$ cat src/rtl/alu_cmd_sequencer.sv
// Command sequencer for an accumulator ALU: commands are buffered in a FIFO and
// stepped through issue/wait/hold, with each result held until downstream takes it.
//
// state | meaning
// IDLE  | accumulator persisting; pops the next command when the FIFO is non-empty
// ISSUE | operands and selectors of the popped command presented to the ALU
// WAIT  | ALU output settling; result captured here unless the command was LOAD
// HOLD  | result held on res_* until res_ready
module alu_cmd_sequencer #(
  parameter int DEPTH = 4
) (
  input  logic       clk,
  input  logic       rst,
  input  logic       cmd_valid,
  output logic       cmd_ready,
  input  logic [2:0] cmd_op,
  input  logic [7:0] cmd_data,
  output logic [2:0] alu_in_selector,
  output logic [7:0] alu_num1,
  output logic [7:0] alu_num2,
  output logic [6:0] alu_out_selector,
  input  logic [7:0] alu_result,
  input  logic       alu_overflow,
  output logic       res_valid,
  input  logic       res_ready,
  output logic [7:0] res_data,
  output logic [2:0] res_op,
  output logic       res_overflow,
  output logic       busy,
  output logic [7:0] ovf_count
);

  localparam int AW = (DEPTH > 1) ? $clog2(DEPTH) : 1;
  localparam logic [AW:0] FULL_COUNT = (AW+1)'(DEPTH);
  localparam logic [2:0] OP_LOAD = 3'd7;

  typedef enum logic [1:0] {IDLE, ISSUE, WAIT, HOLD} stateT;

  stateT         state, nextState;
  logic [2:0]    opMem [DEPTH];
  logic [7:0]    dataMem [DEPTH];
  logic [AW-1:0] wrPtr, rdPtr;
  logic [AW:0]   count;
  logic          full, empty, push, pop;
  logic [2:0]    headOp, curOp;
  logic [7:0]    headData;
  logic          inReset, clrPending;

  function automatic logic [6:0] opOneHot(input logic [2:0] op);
    return 7'b1000000 >> op;
  endfunction

  assign full      = (count == FULL_COUNT);
  assign empty     = (count == '0);
  assign cmd_ready = !inReset && !full;
  assign push      = cmd_valid && cmd_ready;
  assign pop       = (state == IDLE) && !empty;
  assign headOp    = opMem[rdPtr];
  assign headData  = dataMem[rdPtr];
  assign busy      = (state != IDLE) || !empty;

  // clrPending outlives inReset by one edge so the accumulator clear covers
  // the first cycle after release as well as the reset itself.
  always_ff @(posedge clk) begin
    if (!rst) begin
      inReset    <= 1'b1;
      clrPending <= 1'b1;
    end else begin
      inReset    <= 1'b0;
      clrPending <= inReset;
    end
  end

  always_ff @(posedge clk) begin
    if (!rst) begin
      wrPtr <= '0;
      rdPtr <= '0;
      count <= '0;
    end else begin
      if (push) begin
        opMem[wrPtr]   <= cmd_op;
        dataMem[wrPtr] <= cmd_data;
        wrPtr          <= wrPtr + AW'(1);
      end
      if (pop) rdPtr <= rdPtr + AW'(1);
      case ({push, pop})
        2'b10:   count <= count + (AW+1)'(1);
        2'b01:   count <= count - (AW+1)'(1);
        default: count <= count;
      endcase
    end
  end

  always_ff @(posedge clk) begin
    if (!rst) state <= IDLE;
    else      state <= nextState;
  end

  always_comb begin
    nextState = state;
    case (state)
      IDLE:    if (!empty) nextState = ISSUE;
      ISSUE:   nextState = WAIT;
      WAIT:    nextState = (curOp == OP_LOAD) ? IDLE : HOLD;
      HOLD:    if (res_ready) nextState = IDLE;
      default: nextState = IDLE;
    endcase
  end

  always_comb begin
    alu_in_selector = 3'b100;
    if (!rst || clrPending)
      alu_in_selector = 3'b001;
    else if (state == ISSUE && curOp == OP_LOAD)
      alu_in_selector = 3'b010;
  end

  // Operand and selector registers load on the pop edge so they are valid for
  // the whole ISSUE cycle and stay put through WAIT.
  always_ff @(posedge clk) begin
    if (!rst) begin
      curOp            <= 3'd0;
      alu_num1         <= 8'h00;
      alu_num2         <= 8'h00;
      alu_out_selector <= 7'b1000000;
      res_valid        <= 1'b0;
      res_data         <= 8'h00;
      res_op           <= 3'd0;
      res_overflow     <= 1'b0;
      ovf_count        <= 8'h00;
    end else begin
      if (pop) begin
        curOp    <= headOp;
        alu_num2 <= headData;
        if (headOp == OP_LOAD) alu_num1 <= headData;
        else                   alu_out_selector <= opOneHot(headOp);
      end
      if (state == WAIT && curOp != OP_LOAD) begin
        res_valid    <= 1'b1;
        res_data     <= alu_result;
        res_op       <= curOp;
        res_overflow <= alu_overflow;
      end
      if (state == HOLD && res_ready) begin
        res_valid <= 1'b0;
        if (res_overflow && ovf_count != 8'hFF) ovf_count <= ovf_count + 8'd1;
      end
    end
  end

endmodule
$ cat config.mk
export PLATFORM = sky130hd
export DESIGN_NAME = alu_cmd_sequencer
export DESIGN_NICKNAME = d
export VERILOG_FILES = /design/src/rtl/alu_cmd_sequencer.sv
export SDC_FILE = /design/constraint.sdc
export NUM_CORES = 1
export LEC_CHECK = 0
export ABC_AREA = 0
export BUFFER_PORTS_ARGS = -buffer_cell sky130_fd_sc_hd__buf_2
export CAP_MARGIN = 20
export CORE_ASPECT_RATIO = 1.2
export CORE_UTILIZATION = 46
export DETAILED_ROUTE_END_ITERATION = 12
export GPL_ROUTABILITY_DRIVEN = 0
export PLACE_DENSITY = 0.8
export SLEW_MARGIN = 40
export SYNTH_ARGS = -nofsm -noshare
export SYNTH_HDL_FRONTEND = slang
export SYNTH_SLANG_ARGS = --single-unit
$ cat constraint.sdc
create_clock -name clk -period 2.4 [get_ports clk]
set_clock_uncertainty 0.05 [all_clocks]
set_input_delay 0.6 -clock clk [delete_from_list [all_inputs] [get_ports clk]]
set_output_delay 0.6 -clock clk [all_outputs]
set_load 0.01 [all_outputs]
# == Word level (Yosys, flattened, before mapping) ==
# Memory sizes are Yosys's and may differ from the RTL's. A register that Yosys moved wholly into a read port is not among the register bits.
# Cells that the tools add are included.
# word_totals
memories,2
register_bits,58
output_inout_bits,49
ramBits,44
in_bits,24
# memory_table
memory,words,width,rd,rd_clocked_by_memory_dff,write_ports,line_no,text
dataMem,4,8,1,1,1,41,logic [7:0] dataMem [DEPTH];
opMem,4,3,1,1,1,40,logic [2:0] opMem [DEPTH];
# classes
n_mux,15
n_eq_ne,12
n_reduce_logical,22
add_sub_neg,5
bitwise_logic,2
shifts,1
# ops
cell,n
2-bit two-way mux,7
3-bit == test (second input constant),3
8-bit by 1-bit adder with 8-bit output (second input constant),1
8-bit inequality test (second input constant),1
2-bit case mux with 4 select lines,1
2-bit AND reduction,4
1-bit logical AND,7
7-bit by 3-bit >> shifter with 7-bit output (first input constant),1
2-bit == test (second input constant),3
3-bit two-way mux,2
3-bit case mux with 2 select lines,1
2-bit by 1-bit adder with 2-bit output (second input constant),2
2-bit by 1-bit == test with 1-bit output (second input constant),2
1-bit zero test,4
1-bit two-way mux,4
2-bit inequality test (second input constant),2
2-bit nonzero test,2
3-bit by 1-bit adder with 3-bit output (second input constant),1
3-bit zero test,1
3-bit inequality test (second input constant),1
3-bit by 1-bit subtractor with 3-bit output (second input constant),1
2-bit zero test,1
1-bit logical OR,2
1-bit NOT,2
2-bit OR reduction,1

# == Depth between registers and ports, before layout ==
# Gate-level depths: netlist of run 1.
# logic_depth
depth_word,7
ltp_mapped,11

# == Worst setup path before layout of run 1 ==
# Ideal clock, no wire load.
# synth_timing
path_kind,register to register
from,register state[1]
to,register count[2]
setup_ns,0.070
t_arrival_ns,2.453
stages_incl_launch_ff,12
t_required_ns,2.280
path_slack_ns,-0.173
path_cell_list,dfxtp_1 clkbuf_1 nor2_1 nand2_1 inv_1 buf_1 ha_1 inv_1 fa_1 xor2_1 or3_1 a21oi_1
# synth_between
elab_chain_cells,4
# synth_rtl
item,line_no,text
from (decl),39,"stateT state, nextState;"
from (signal assigned),96,else state <= nextState;
2-bit zero test (*),57,assign pop = (state == IDLE) && !empty;
1-bit logical AND (*),57,
via pop,44,"logic full, empty, push, pop;"
2-bit by 1-bit == test with 1-bit output or 2-bit == test (tied branches),86,"case ({push, pop})"
3-bit case mux with 2 select lines or 2-bit nonzero test (tied branches),--,
to (signal assigned),87,2'b10: count <= count + (AW+1)'(1);
to (signal assigned),88,2'b01: count <= count - (AW+1)'(1);
to (signal assigned),89,default: count <= count;
to (decl),43,logic [AW:0] count;
# Mark *: on every way through the listed nets, which the timed path passes. The rest lies on a longest branch.
# A chain may end at the register's enable or synchronous reset.

# == Worst setup path after layout of run 1 ==
# layout_timing
from,register count[2]
to,register count[2]
# layout_between
elab_chain_cells,6
# layout_rtl
item,line_no,text
3-bit == test,53,assign full = (count == FULL_COUNT);
1-bit zero test,55,assign cmd_ready = !inReset && !full;
1-bit logical AND,55,
1-bit logical AND,56,assign push = cmd_valid && cmd_ready;
2-bit by 1-bit == test with 1-bit output or 2-bit == test (tied branches),86,
3-bit case mux with 2 select lines or 2-bit nonzero test (tied branches),--,
# Parallel ways exist; a longest one is shown, timed or not.

==> report_table.html, run 1 <==
<table>
<tr><th>Metric</th><th>Value</th></tr>
<tr><th colspan="2">Die</th></tr>
<tr><td>Die area</td><td>slightly above 0.009 mm^2</td></tr>
<tr><td>Starting density of the core</td><td>0.473</td></tr>
<tr><td>Width of the die</td><td>87.4 um</td></tr>
<tr><td>I/O pin cnt</td><td>73</td></tr>
<tr><td>Overall die height</td><td>105 um</td></tr>
<tr><td>Placement Rows</td><td>37</td></tr>
<tr><td>Core Area</td><td>0.00852 mm^2</td></tr>
<tr><th colspan="2">Clock network</th></tr>
<tr><td>Cts-stage hold buffer count</td><td>0</td></tr>
<tr><td>Number of H-tree levels</td><td>3</td></tr>
<tr><td>Number of sinks on the clock net</td><td>around 100</td></tr>
<tr><td>Clock Path Buffers</td><td>2</td></tr>
<tr><td>CTS buffer count</td><td>9</td></tr>
<tr><td>CTS root buf</td><td>clkbuf_8</td></tr>
<tr><td>Post-CTS Setup Repair Bufs</td><td>0</td></tr>
<tr><td>Post-CTS clock slew at the launch and capture registers of the worst setup and hold paths</td><td>~0.11 ns</td></tr>
<tr><td>Post-cts repair resize count</td><td>0</td></tr>
<tr><td>Clock tree from TritonCTS</td><td>done</td></tr>
<tr><td>Clock latency at the later pin of the worst-skew pair</td><td>0.37 ns</td></tr>
<tr><th colspan="2">Placed design</th></tr>
<tr><td>Detailed placer's ending HPWL</td><td>5660 um</td></tr>
<tr><td>IO buf count</td><td>72</td></tr>
<tr><td>Post-placement setup slack</td><td>0.163 ns</td></tr>
<tr><th colspan="2">GRT</th></tr>
<tr><td>Aggregate global routing overflow</td><td>0</td></tr>
<tr><td>Initial antenna violation count</td><td>0</td></tr>
<tr><td>Maximum number of pins on one net before global-route repair</td><td>24</td></tr>
<tr><td>Total global routing track utilization</td><td>0.186</td></tr>
<tr><td>First-pass GRT wire length</td><td>13000 um</td></tr>
<tr><td>Via count of the first global-routing pass</td><td>2804</td></tr>
<tr><th colspan="2">Layout</th></tr>
<tr><td>Share of cells above drive strength 1</td><td>0.256</td></tr>
<tr><td>Ant diodes</td><td>0</td></tr>
<tr><td>Most common cell after layout, fill and taps aside</td><td>buf_2</td></tr>
<tr><td>Final net count</td><td>444</td></tr>
<tr><td>Area growth from synthesis to final layout</td><td>18.3%</td></tr>
<tr><td>Total of fill cells in the finished design</td><td>around 740</td></tr>
<tr><td>Commonest non-fill, non-tap cells in the layout</td><td>72 x buf_2, 60 x dfxtp_1, 44 x edfxtp_1</td></tr>
<tr><th colspan="2">Worst setup path</th></tr>
<tr><td>Capturing element type of the critical path</td><td>flop</td></tr>
<tr><td>Category of the critical setup timing path</td><td>flop to flop</td></tr>
<tr><td>Worst-path fanout max</td><td>6</td></tr>
<tr><td>CP required</td><td>around 2.7 ns</td></tr>
<tr><td>Arrival time of the worst setup path</td><td>2.43 ns</td></tr>
<tr><td>Type of element launching the critical path</td><td>flop</td></tr>
<tr><th colspan="2">Route</th></tr>
<tr><td>Via Count</td><td>2800</td></tr>
<tr><td>Routed wire length</td><td>between 7000 and 8000 um</td></tr>
<tr><td>Post-route DRC</td><td>0</td></tr>
<tr><td>Remaining antenna violation count</td><td>0</td></tr>
<tr><td>Routed WL per cell</td><td>roughly 15 um</td></tr>
<tr><td>DR pass1 iterations</td><td>4</td></tr>
<tr><td>DR iter-0 viols</td><td>about 260</td></tr>
<tr><td>Number of vias per cell after detailed routing</td><td>5.23</td></tr>
<tr><th colspan="2">Timing</th></tr>
<tr><td>Worst-case setup margin in the final layout</td><td>0.220 ns</td></tr>
<tr><td>Final count of negative-setup-slack endpoints</td><td>0</td></tr>
<tr><td>Min cycle time layout</td><td>2.18 ns</td></tr>
<tr><td>Max Clock Freq</td><td>459 MHz</td></tr>
<tr><td>Worst slew slack as a fraction of its limit</td><td>0.476</td></tr>
<tr><td>Setup tns final</td><td>0 ns</td></tr>
<tr><td>Period utilisation layout</td><td>0.908</td></tr>
<tr><td>Total count of max-transition violations in the final report</td><td>0</td></tr>
<tr><td>Count of final hold-check violations</td><td>0</td></tr>
<tr><td>RSZ-0062 raised after global routing</td><td>no</td></tr>
<tr><td>Slew at the pin with the worst max-slew slack</td><td>0.784 ns</td></tr>
<tr><th colspan="2">Power and ir drop</th></tr>
<tr><td>Power per cell area</td><td>approximately 1000 mW/mm^2</td></tr>
<tr><td>Cell leakage power</td><td>2.01 nW</td></tr>
<tr><td>Worst IR drop on VDD</td><td>570 uV</td></tr>
<tr><th colspan="2">Logic synthesis</th></tr>
<tr><td>Mean instance size in the synthesized netlist</td><td>12.1 um^2</td></tr>
<tr><td>Net count after synthesis</td><td>363</td></tr>
<tr><td>Cells taking the most area after synthesis</td><td>edfxtp_1 33%, dfxtp_1 30%, mux4_1 5.9%, a21oi_1 3.5%, mux2i_1 3.5%</td></tr>
<tr><td>Total standard cell area after synthesis</td><td>0.00403 mm^2</td></tr>
<tr><td>Synth cell types</td><td>40</td></tr>
<tr><td>Cell type with the highest aggregate area in the netlist</td><td>edfxtp_1</td></tr>
<tr><td>Sequential area share after synthesis</td><td>0.626</td></tr>
<tr><td>Number of standard cells after synthesis</td><td>~330</td></tr>
<tr><td>Number of warnings reported in the yosys synthesis log</td><td>0</td></tr>
<tr><td>Post-synth top area share</td><td>0.328</td></tr>
<tr><td>Register bit total from synthesis</td><td>104</td></tr>
<tr><th colspan="2">Flow run</th></tr>
<tr><td>Max-cap violations</td><td>0</td></tr>
<tr><th colspan="2">Run status</th></tr>
<tr><td>Run status</td><td>completed</td></tr>
<tr><th colspan="2">Min path</th></tr>
<tr><td>Classification of the worst-slack hold path</td><td>input port to flop</td></tr>
</table>
==> through the flow <==
step / cells / power [W] / hold slack, ns / utilization / area (um^2)
2_1_floorplan: 332 / 0.00332 / 0.386 / - / 4030
3_3_place_gp: 519 / 0.00376 / 0.393 / 0.536 / 4570
3_5_place_dp: 519 / 0.00383 / 0.402 / 0.536 / 4570
4_1_cts: 535 / 0.00490 / 0.372 / 0.560 / 4770
5_1_grt: 535 / 0.00517 / 0.365 / 0.560 / 4770
6_report: 535 / 0.00486 / 0.389 / 0.560 / 4770
==> cell families after synthesis <==
| kind of cell | after synthesis | synth area share |
|---|---|---|
| fa+ha+maj | 7 | 0.0236 |
| buf+inv | 26 | 0.0270 |
| xor+xnor | 10 | 0.0217 |
| mux | 25 | 0.105 |
| simple gates | 108 | 0.122 |
| flops | 104 | 0.626 |
| compound gates | 52 | 0.0751 |
==> critical path, stage by stage (launching register included) <==
cell and delay, ns:
dfxtp_1 0.42, or3_1 0.19, nand2_1 0.08, inv_1 0.10, ha_1 0.20, inv_1 0.07, fa_1 0.38, xor2_1 0.16
or3_1 0.32, a21oi_1 0.15
==> routing by layer <==
layer  up-vias  track usage  part of all wire  wire length, um
met5         -            0                 0                0
met4         0       0.0820             0.022              176
met3        14       0.0371             0.058              455
met2        95        0.314              0.52             4080
met1      1336        0.227              0.40             3160
li1       1355            -                 -                -
==> sequential cells by signal, indices dropped and copies added (netlist names), 2 cells and up, named ones only <==
signal,cells
wrPtr,2
dataMem,32
res_op,3
rdPtr,2
alu_num1,8
res_data,8
count,3
alu_num2,8
ovf_count,8
alu_out_selector,7
opMem,12
curOp,3
state,2
==> area by class of cell <==
class                           instances  area [um^2]  area share
Sequential cell                       104         2520       0.529
Multi-Input combinational cell        202         1400       0.294
Timing Repair Buffer                   85          458      0.0960
Tap cell                              117          146      0.0307
Clock buffer                            9          124      0.0260
Clock inverter                          7         76.3      0.0160
Inverter                               11         41.3     0.00866
==> synthesized netlist by cell type, drive strengths merged <==
library cell,number
a211oi,1
a21oi,28
a221o,1
a22oi,1
a311o,1
and2,3
and3,6
and4,1
buf,5
clkbuf,10
dfxtp,60
edfxtp,44
fa,1
ha,6
inv,11
mux2i,14
mux4,11
nand2,34
nand2b,2
nand3,13
nand3b,2
nand4,1
nand4b,2
nor2,36
nor3,3
nor4,1
o2111ai,1
o211a,3
o211ai,3
o21ai,12
o22ai,1
or2,1
or3,3
xnor2,3
xor2,7
==> worst paths after layout <==
path / slack [ns] / end / start / cells after the start
min reg2reg: 0.41 / alu_num2[5] / alu_num2[5] / 2
min: 0.39 / dataMem[1][5] / cmd_data[5] / 1
max: 0.22 / count[2] / count[2] / 9
max reg2reg: 0.22 / count[2] / count[2] / 9
==> power by group <==
| part | internal (W) | leakage (nW) | switching, W |
|---|---|---|---|
| clock network | 0.000417 | 0.103 | 0.000649 |
| registers | 0.00208 | 0.886 | 0.000181 |
| logic | 0.000631 | 1.02 | 0.000899 |
| total | 0.00313 | 2.01 | 0.00173 |
(Power assumes the default switching activity.)
==> run 2: changes to the inputs <==
--- a/config.mk
+++ b/config.mk
@@ -12,7 +12,7 @@
 export CORE_UTILIZATION = 46
 export DETAILED_ROUTE_END_ITERATION = 12
 export GPL_ROUTABILITY_DRIVEN = 0
-export PLACE_DENSITY = 0.8
+export PLACE_DENSITY_LB_ADDON = 0.08
 export SLEW_MARGIN = 40
 export SYNTH_ARGS = -nofsm -noshare
 export SYNTH_HDL_FRONTEND = slang
==> report_table.html, run 2 (synthesized netlist as in run 1, its figures left out) <==
<table>
<tr><th>Metric</th><th>Value</th></tr>
<tr><th colspan="2">Run status</th></tr>
<tr><td>Run status</td><td>completed (unchanged)</td></tr>
<tr><th colspan="2">Timing</th></tr>
<tr><td>Hold slack</td><td>0.388 ns (was 0.389 ns)</td></tr>
<tr><td>RSZ-0062 raised after global routing</td><td>no (unchanged)</td></tr>
<tr><td>Slew at the pin with the worst max-slew slack</td><td>0.452 ns (was 0.784 ns)</td></tr>
<tr><td>Max Clock Freq</td><td>476 MHz (was 459 MHz)</td></tr>
<tr><td>Min cycle time layout</td><td>2.10 ns (was 2.18 ns)</td></tr>
<tr><td>Period utilisation layout</td><td>0.876 (was 0.908)</td></tr>
<tr><td>Setup tns final</td><td>0 ns (unchanged)</td></tr>
<tr><td>Total count of max-transition violations in the final report</td><td>0 (unchanged)</td></tr>
<tr><td>Count of final hold-check violations</td><td>0 (unchanged)</td></tr>
<tr><td>Worst slew slack as a fraction of its limit</td><td>0.696 (was 0.476)</td></tr>
<tr><td>Final count of negative-setup-slack endpoints</td><td>0 (unchanged)</td></tr>
<tr><td>Worst-case setup margin in the final layout</td><td>0.298 ns (was 0.220 ns)</td></tr>
<tr><th colspan="2">Power and ir drop</th></tr>
<tr><td>Clock share of power</td><td>0.228 (was 0.219)</td></tr>
<tr><td>Cell leakage power</td><td>2.02 nW (was 2.01 nW)</td></tr>
<tr><td>Net switching power figure</td><td>0.00166 W (was 0.00173 W)</td></tr>
<tr><td>Switching Fraction</td><td>0.338 (was 0.356)</td></tr>
<tr><td>Logic gate share of total power</td><td>0.313 (was 0.315)</td></tr>
<tr><td>Fraction of power consumed by sequential logic</td><td>0.459 (was 0.466)</td></tr>
<tr><td>Cell internal pwr</td><td>0.00325 W (was 0.00313 W)</td></tr>
<tr><td>Worst IR drop on VDD</td><td>443 uV (was 570 uV)</td></tr>
<tr><td>Power per cell area</td><td>1030 mW/mm^2 (was 1020 mW/mm^2)</td></tr>
<tr><th colspan="2">Placed design</th></tr>
<tr><td>Post-placement setup slack</td><td>0.191 ns (was 0.163 ns)</td></tr>
<tr><td>Inst Count DP</td><td>519 (unchanged)</td></tr>
<tr><td>Detailed placer's ending HPWL</td><td>5500 um (was 5660 um)</td></tr>
<tr><td>Total placed instance area</td><td>0.00458 mm^2 (was 0.00457 mm^2)</td></tr>
<tr><td>IO buf count</td><td>72 (unchanged)</td></tr>
<tr><th colspan="2">GRT</th></tr>
<tr><td>Aggregate global routing overflow</td><td>0 (unchanged)</td></tr>
<tr><td>First-pass GRT wire length</td><td>12800 um (was 13000 um)</td></tr>
<tr><td>Initial antenna violation count</td><td>0 (unchanged)</td></tr>
<tr><td>Total global routing track utilization</td><td>0.188 (was 0.186)</td></tr>
<tr><td>Via count of the first global-routing pass</td><td>2646 (was 2804)</td></tr>
<tr><td>Maximum number of pins on one net before global-route repair</td><td>42 (was 24)</td></tr>
<tr><th colspan="2">Layout</th></tr>
<tr><td>Most common cell after layout, fill and taps aside</td><td>buf_2 (unchanged)</td></tr>
<tr><td>Largest register FFs</td><td>32 (unchanged)</td></tr>
<tr><td>Commonest non-fill, non-tap cells in the layout</td><td>72 x buf_2, 60 x dfxtp_1, 44 x edfxtp_1 (unchanged)</td></tr>
<tr><td>Final Instance Count excl. Fillers</td><td>535 (unchanged)</td></tr>
<tr><td>Share of cells above drive strength 1</td><td>0.254 (was 0.256)</td></tr>
<tr><td>Registers with the most flip-flops</td><td>dataMem (32), opMem (12) (unchanged)</td></tr>
<tr><td>Final net count</td><td>444 (unchanged)</td></tr>
<tr><td>Register ranked first by flip-flop count</td><td>dataMem (unchanged)</td></tr>
<tr><td>Final Cell Area</td><td>0.00478 mm^2 (was 0.00477 mm^2)</td></tr>
<tr><td>Ant diodes</td><td>0 (unchanged)</td></tr>
<tr><td>Area growth from synthesis to final layout</td><td>18.7% (was 18.3%)</td></tr>
<tr><th colspan="2">Clock network</th></tr>
<tr><td>Post-CTS Setup Repair Bufs</td><td>0 (unchanged)</td></tr>
<tr><td>Clock Path Buffers</td><td>2 (unchanged)</td></tr>
<tr><td>Post-cts repair resize count</td><td>0 (unchanged)</td></tr>
<tr><td>Number of H-tree levels</td><td>3 (unchanged)</td></tr>
<tr><td>Clock latency at the later pin of the worst-skew pair</td><td>0.37 ns (about the same)</td></tr>
<tr><td>CTS root buf</td><td>clkbuf_8 (unchanged)</td></tr>
<tr><td>CTS buffer count</td><td>9 (unchanged)</td></tr>
<tr><td>Number of sinks on the clock net</td><td>104 (unchanged)</td></tr>
<tr><td>Post-CTS clock slew at the launch and capture registers of the worst setup and hold paths</td><td>0.09 ns (was 0.11 ns)</td></tr>
<tr><td>Clock tree from TritonCTS</td><td>done (unchanged)</td></tr>
<tr><td>Cts-stage hold buffer count</td><td>0 (unchanged)</td></tr>
<tr><th colspan="2">Worst setup path</th></tr>
<tr><td>Delay-heaviest family, CP</td><td>simple AND/OR/NAND/NOR gates (unchanged)</td></tr>
<tr><td>Category of the critical setup timing path</td><td>flop to flop (unchanged)</td></tr>
<tr><td>Register-to-Register Setup Slack</td><td>0.30 ns (was 0.22 ns)</td></tr>
<tr><td>Largest stage delay, worst path</td><td>0.42 ns (about the same)</td></tr>
<tr><td>Capturing element type of the critical path</td><td>flop (unchanged)</td></tr>
<tr><td>CP required</td><td>2.66 ns (was 2.65 ns)</td></tr>
<tr><td>Critical-path cell list</td><td>or3_1 &gt; nand2_1 &gt; inv_1 &gt; ha_1 &gt; inv_1 &gt; fa_1 &gt; xor2_1 &gt; or3_1 &gt; a21oi_1 (unchanged)</td></tr>
<tr><td>Type of element launching the critical path</td><td>flop (unchanged)</td></tr>
<tr><td>Bufs and invs on worst path</td><td>2 (unchanged)</td></tr>
<tr><td>Arrival time of the worst setup path</td><td>2.36 ns (was 2.43 ns)</td></tr>
<tr><td>Worst-path cell with the longest stage delay</td><td>dfxtp_1 (unchanged)</td></tr>
<tr><td>Worst-path fanout max</td><td>6 (unchanged)</td></tr>
<tr><th colspan="2">Route</th></tr>
<tr><td>DR pass1 iterations</td><td>6 (was 4)</td></tr>
<tr><td>Post-route DRC</td><td>0 (unchanged)</td></tr>
<tr><td>Remaining antenna violation count</td><td>0 (unchanged)</td></tr>
<tr><td>Routed WL per cell</td><td>14.7 um (about the same)</td></tr>
<tr><td>Routed wire length</td><td>7890 um (was 7880 um)</td></tr>
<tr><td>Number of vias per cell after detailed routing</td><td>5.08 (was 5.23)</td></tr>
<tr><td>Via Count</td><td>2720 (was 2800)</td></tr>
<tr><td>DR iter-0 viols</td><td>193 (was 259)</td></tr>
<tr><th colspan="2">Die</th></tr>
<tr><td>Starting density of the core</td><td>0.473 (unchanged)</td></tr>
<tr><td>Width of the die</td><td>87.4 um (unchanged)</td></tr>
<tr><td>Die area</td><td>0.00914 mm^2 (unchanged)</td></tr>
<tr><td>Placement Rows</td><td>37 (unchanged)</td></tr>
<tr><td>I/O pin cnt</td><td>73 (unchanged)</td></tr>
<tr><td>Overall die height</td><td>105 um (unchanged)</td></tr>
<tr><td>Core Area</td><td>0.00852 mm^2 (unchanged)</td></tr>
<tr><th colspan="2">Flow run</th></tr>
<tr><td>Max-cap violations</td><td>0 (unchanged)</td></tr>
<tr><th colspan="2">Min path</th></tr>
<tr><td>Classification of the worst-slack hold path</td><td>input port to flop (unchanged)</td></tr>
</table>
run 2: stage by stage:
stage,utilization,total power [W]
2_1_floorplan,-,0.00332
3_3_place_gp,0.538,0.00381
3_5_place_dp,0.538,0.00385
4_1_cts,0.562,0.00496
5_1_grt,0.562,0.00525
6_report,0.562,0.00491
run 2: layout make-up:
cell class | instances | area (um^2)
clock buffer | 9 | 124
clock inverter | 7 | 77.6
fill | 789 | 3730
inverter | 11 | 41.3
multi-input combinational | 202 | 1400
sequential | 104 | 2520
tap | 117 | 146
timing repair buffer | 85 | 470
run 2: path summary, 6_finish.rpt:
path               startpoint     endpoint  cells past startpoint
setup / recovery     count[2]     count[2]                      9
hold / removal      cmd_op[2]  opMem[2][2]                      1
setup reg to reg     count[2]     count[2]                      9
hold reg to reg   alu_num2[5]  alu_num2[5]                      2
run 2: per-layer routing:
metal	GRT usage	part of all wire	vias to the layer above
met5	0	0	-
met4	0.110	0.030	0
met3	0.0348	0.046	15
met2	0.289	0.47	75
met1	0.247	0.46	1270
li1	-	-	1360
run 2: worst reg2reg max path, delay by kind of cell (launching register included):
family                   cells  cell delay (ns)
XOR/XNOR                     1             0.16
flip-flops                   1             0.42
AND/OR/NAND/NOR              3             0.58
AO/OA/AOI/OAI                1             0.14
adder cells (fa/ha/maj)      2             0.55
buffers and inverters        2             0.14
run 2: power groups by stage:
stage | clock (W) | combinational, W | sequential (W)
2_1_floorplan | 0 | 0.00101 | 0.00231
3_3_place_gp | 0 | 0.00153 | 0.00229
3_5_place_dp | 0 | 0.00155 | 0.00229
4_1_cts | 0.00115 | 0.00156 | 0.00225
5_1_grt | 0.00123 | 0.00174 | 0.00228
6_report | 0.00112 | 0.00154 | 0.00225
==> run 3: changes to the inputs <==
==> constraint.sdc (replaced) <==
create_clock -name clk -period 2.5 [get_ports clk]
set_clock_uncertainty 0.05 [all_clocks]
set_input_delay 0.625 -clock clk [delete_from_list [all_inputs] [get_ports clk]]
set_output_delay 0.625 -clock clk [all_outputs]
set_load 0.01 [all_outputs]
==> report_table.html, run 3 (synthesized netlist as in run 1, its figures left out) <==
<table>
<tr><th>Metric</th><th>Value</th></tr>
<tr><th colspan="2">Clock network</th></tr>
<tr><td>Clock Path Buffers</td><td>2 (unchanged)</td></tr>
<tr><td>Number of sinks on the clock net</td><td>104 (unchanged)</td></tr>
<tr><td>Post-cts repair resize count</td><td>0 (unchanged)</td></tr>
<tr><td>Clock latency at the later pin of the worst-skew pair</td><td>0.36 ns (was 0.37 ns)</td></tr>
<tr><td>Post-CTS clock slew at the launch and capture registers of the worst setup and hold paths</td><td>0.10 ns (was 0.09 ns)</td></tr>
<tr><td>CTS root buf</td><td>clkbuf_8 (unchanged)</td></tr>
<tr><td>Cts-stage hold buffer count</td><td>0 (unchanged)</td></tr>
<tr><td>Number of H-tree levels</td><td>3 (unchanged)</td></tr>
<tr><td>Clock tree from TritonCTS</td><td>done (unchanged)</td></tr>
<tr><td>Post-CTS Setup Repair Bufs</td><td>0 (unchanged)</td></tr>
<tr><td>CTS buffer count</td><td>9 (unchanged)</td></tr>
<tr><th colspan="2">Power and ir drop</th></tr>
<tr><td>Worst IR drop on VDD</td><td>483 uV (was 443 uV)</td></tr>
<tr><td>Cell leakage power</td><td>2.00 nW (was 2.02 nW)</td></tr>
<tr><td>Power per cell area</td><td>959 mW/mm^2 (was 1030 mW/mm^2)</td></tr>
<tr><th colspan="2">Die</th></tr>
<tr><td>Width of the die</td><td>87.4 um (unchanged)</td></tr>
<tr><td>Core Area</td><td>0.00852 mm^2 (unchanged)</td></tr>
<tr><td>Overall die height</td><td>105 um (unchanged)</td></tr>
<tr><td>Die area</td><td>0.00914 mm^2 (unchanged)</td></tr>
<tr><td>I/O pin cnt</td><td>73 (unchanged)</td></tr>
<tr><td>Starting density of the core</td><td>0.473 (unchanged)</td></tr>
<tr><td>Placement Rows</td><td>37 (unchanged)</td></tr>
<tr><th colspan="2">Timing</th></tr>
<tr><td>Count of final hold-check violations</td><td>0 (unchanged)</td></tr>
<tr><td>Max Clock Freq</td><td>456 MHz (was 476 MHz)</td></tr>
<tr><td>Period utilisation layout</td><td>0.877 (was 0.876)</td></tr>
<tr><td>Total count of max-transition violations in the final report</td><td>0 (unchanged)</td></tr>
<tr><td>Worst slew slack as a fraction of its limit</td><td>0.663 (was 0.696)</td></tr>
<tr><td>Setup tns final</td><td>0 ns (unchanged)</td></tr>
<tr><td>Slew at the pin with the worst max-slew slack</td><td>0.505 ns (was 0.452 ns)</td></tr>
<tr><td>Final count of negative-setup-slack endpoints</td><td>0 (unchanged)</td></tr>
<tr><td>RSZ-0062 raised after global routing</td><td>no (unchanged)</td></tr>
<tr><td>Min cycle time layout</td><td>2.19 ns (was 2.10 ns)</td></tr>
<tr><th colspan="2">Layout</th></tr>
<tr><td>Most common cell after layout, fill and taps aside</td><td>buf_2 (unchanged)</td></tr>
<tr><td>Area growth from synthesis to final layout</td><td>18.3% (was 18.7%)</td></tr>
<tr><td>Final net count</td><td>446 (was 444)</td></tr>
<tr><td>Final Cell Area</td><td>0.00477 mm^2 (was 0.00478 mm^2)</td></tr>
<tr><td>Total of fill cells in the finished design</td><td>746 (was 789)</td></tr>
<tr><td>Register ranked first by flip-flop count</td><td>dataMem (unchanged)</td></tr>
<tr><td>Ant diodes</td><td>0 (unchanged)</td></tr>
<tr><td>Largest register FFs</td><td>32 (unchanged)</td></tr>
<tr><td>Share of cells above drive strength 1</td><td>0.255 (was 0.254)</td></tr>
<tr><td>Registers with the most flip-flops</td><td>dataMem (32), opMem (12) (unchanged)</td></tr>
<tr><td>Final Instance Count excl. Fillers</td><td>537 (was 535)</td></tr>
<tr><td>Final core utilization</td><td>0.559 (was 0.562)</td></tr>
<tr><td>Commonest non-fill, non-tap cells in the layout</td><td>72 x buf_2, 60 x dfxtp_1, 44 x edfxtp_1 (unchanged)</td></tr>
<tr><th colspan="2">Worst setup path</th></tr>
<tr><td>Reg2reg end</td><td>count[2] (unchanged)</td></tr>
<tr><td>Register-to-Register Setup Slack</td><td>0.31 ns (was 0.30 ns)</td></tr>
<tr><td>Worst r2r path cells</td><td>9 (unchanged)</td></tr>
<tr><td>Worst-path fanout max</td><td>8 (was 6)</td></tr>
<tr><td>CP required</td><td>2.75 ns (was 2.66 ns)</td></tr>
<tr><td>Capturing element type of the critical path</td><td>flop (unchanged)</td></tr>
<tr><td>Arrival time of the worst setup path</td><td>2.44 ns (was 2.36 ns)</td></tr>
<tr><td>Launching instance or port of the critical path</td><td>state[0] (was count[2])</td></tr>
<tr><td>Category of the critical setup timing path</td><td>flop to flop (unchanged)</td></tr>
<tr><td>Launch instance of the worst register-to-register path</td><td>state[0] (was count[2])</td></tr>
<tr><td>Type of element launching the critical path</td><td>flop (unchanged)</td></tr>
<tr><th colspan="2">Min path</th></tr>
<tr><td>Instance count along the most critical hold path</td><td>2 (was 1)</td></tr>
<tr><td>Worst min-delay path endpoint</td><td>alu_num2[3] (was opMem[2][2])</td></tr>
<tr><td>Classification of the worst-slack hold path</td><td>flop to flop (was input port to flop)</td></tr>
<tr><td>Hold Crit Start</td><td>alu_num2[3] (was cmd_op[2])</td></tr>
<tr><th colspan="2">GRT</th></tr>
<tr><td>First-pass GRT wire length</td><td>12200 um (was 12800 um)</td></tr>
<tr><td>Initial antenna violation count</td><td>0 (unchanged)</td></tr>
<tr><td>Total global routing track utilization</td><td>0.176 (was 0.188)</td></tr>
<tr><td>Maximum number of pins on one net before global-route repair</td><td>28 (was 42)</td></tr>
<tr><td>Aggregate global routing overflow</td><td>0 (unchanged)</td></tr>
<tr><td>Via count of the first global-routing pass</td><td>2503 (was 2646)</td></tr>
<tr><th colspan="2">Route</th></tr>
<tr><td>Via Count</td><td>2701 (was 2720)</td></tr>
<tr><td>DR iter-0 viols</td><td>158 (was 193)</td></tr>
<tr><td>Routed wire length</td><td>7600 um (was 7890 um)</td></tr>
<tr><td>Post-route DRC</td><td>0 (unchanged)</td></tr>
<tr><td>DR pass1 iterations</td><td>4 (was 6)</td></tr>
<tr><td>Number of vias per cell after detailed routing</td><td>5.03 (was 5.08)</td></tr>
<tr><td>Routed WL per cell</td><td>14.1 um (was 14.7 um)</td></tr>
<tr><td>Remaining antenna violation count</td><td>0 (unchanged)</td></tr>
<tr><th colspan="2">Placed design</th></tr>
<tr><td>Inst Count DP</td><td>521 (was 519)</td></tr>
<tr><td>IO buf count</td><td>72 (unchanged)</td></tr>
<tr><td>Detailed placer's ending HPWL</td><td>5410 um (was 5500 um)</td></tr>
<tr><td>Total placed instance area</td><td>0.00459 mm^2 (was 0.00458 mm^2)</td></tr>
<tr><th colspan="2">Run status</th></tr>
<tr><td>Run status</td><td>completed (unchanged)</td></tr>
<tr><th colspan="2">Flow run</th></tr>
<tr><td>Max-cap violations</td><td>0 (unchanged)</td></tr>
</table>
==> run 3: cell count changes in the layout (fill, tap and decap cells not counted), sizes merged <==
cell,change
clkbuf,+1
bufinv,-2
clkinvlp,+1
buf,+2
==> run 3: critical path: stages (launching register included) <==
cell     delay, ns
dfxtp_1       0.37
nor2_1        0.30
nand2_1       0.12
inv_1         0.08
ha_1          0.18
inv_1         0.06
fa_1          0.38
xor2_1        0.15
or3_1         0.30
a21oi_1       0.14
==> run 3: worst max path at each step <==
| stage | endpoint | cells after the start |
|---|---|---|
| global route | count[2] | 9 |
| CTS | count[2] | 9 |
| global placement | count[2] | 10 |
| detailed placement | count[2] | 10 |
| floorplan | count[2] | 11 |
| finish | count[2] | 9 |
==> run 3: per-stage QoR <==
| step | power (W) | setup WS, ns | hold slack (ns) |
|---|---|---|---|
| 6_report | 0.00457 | 0.308 | 0.409 |
| 4_1_cts | 0.00461 | 0.346 | 0.407 |
| 2_1_floorplan | 0.00318 | 0.0552 | 0.386 |
| 5_1_grt | 0.00487 | 0.137 | 0.413 |
| 3_3_place_gp | 0.00367 | 0.340 | 0.391 |
| 3_5_place_dp | 0.00369 | 0.265 | 0.397 |
==> run 3: power by group <==
part | switching [W] | internal (W) | total (W)
Sequential | 0.000150 | 0.00200 | 0.00215
Combinational | 0.000872 | 0.000618 | 0.00149
Clock | 0.000563 | 0.000367 | 0.000930
Total | 0.00158 | 0.00298 | 0.00457
==> run 3: cell type report <==
class	count	area, um^2	area share
clock buffers	10	128	0.0268
inverters	11	41.3	0.00866
flip-flops and latches	104	2520	0.529
well taps	117	146	0.0307
multi-input cells	202	1400	0.294
clock inverters	6	43.8	0.00919
repair buffers	87	485	0.102
==> run 3: layer usage <==
| layer | up-vias | GRT usage | share of wire |
|---|---|---|---|
| met5 | - | 0 | 0 |
| met4 | 0 | 0.0843 | 0.020 |
| met3 | 12 | 0.0284 | 0.033 |
| met2 | 64 | 0.280 | 0.48 |
| met1 | 1267 | 0.235 | 0.47 |
| li1 | 1358 | - | - |
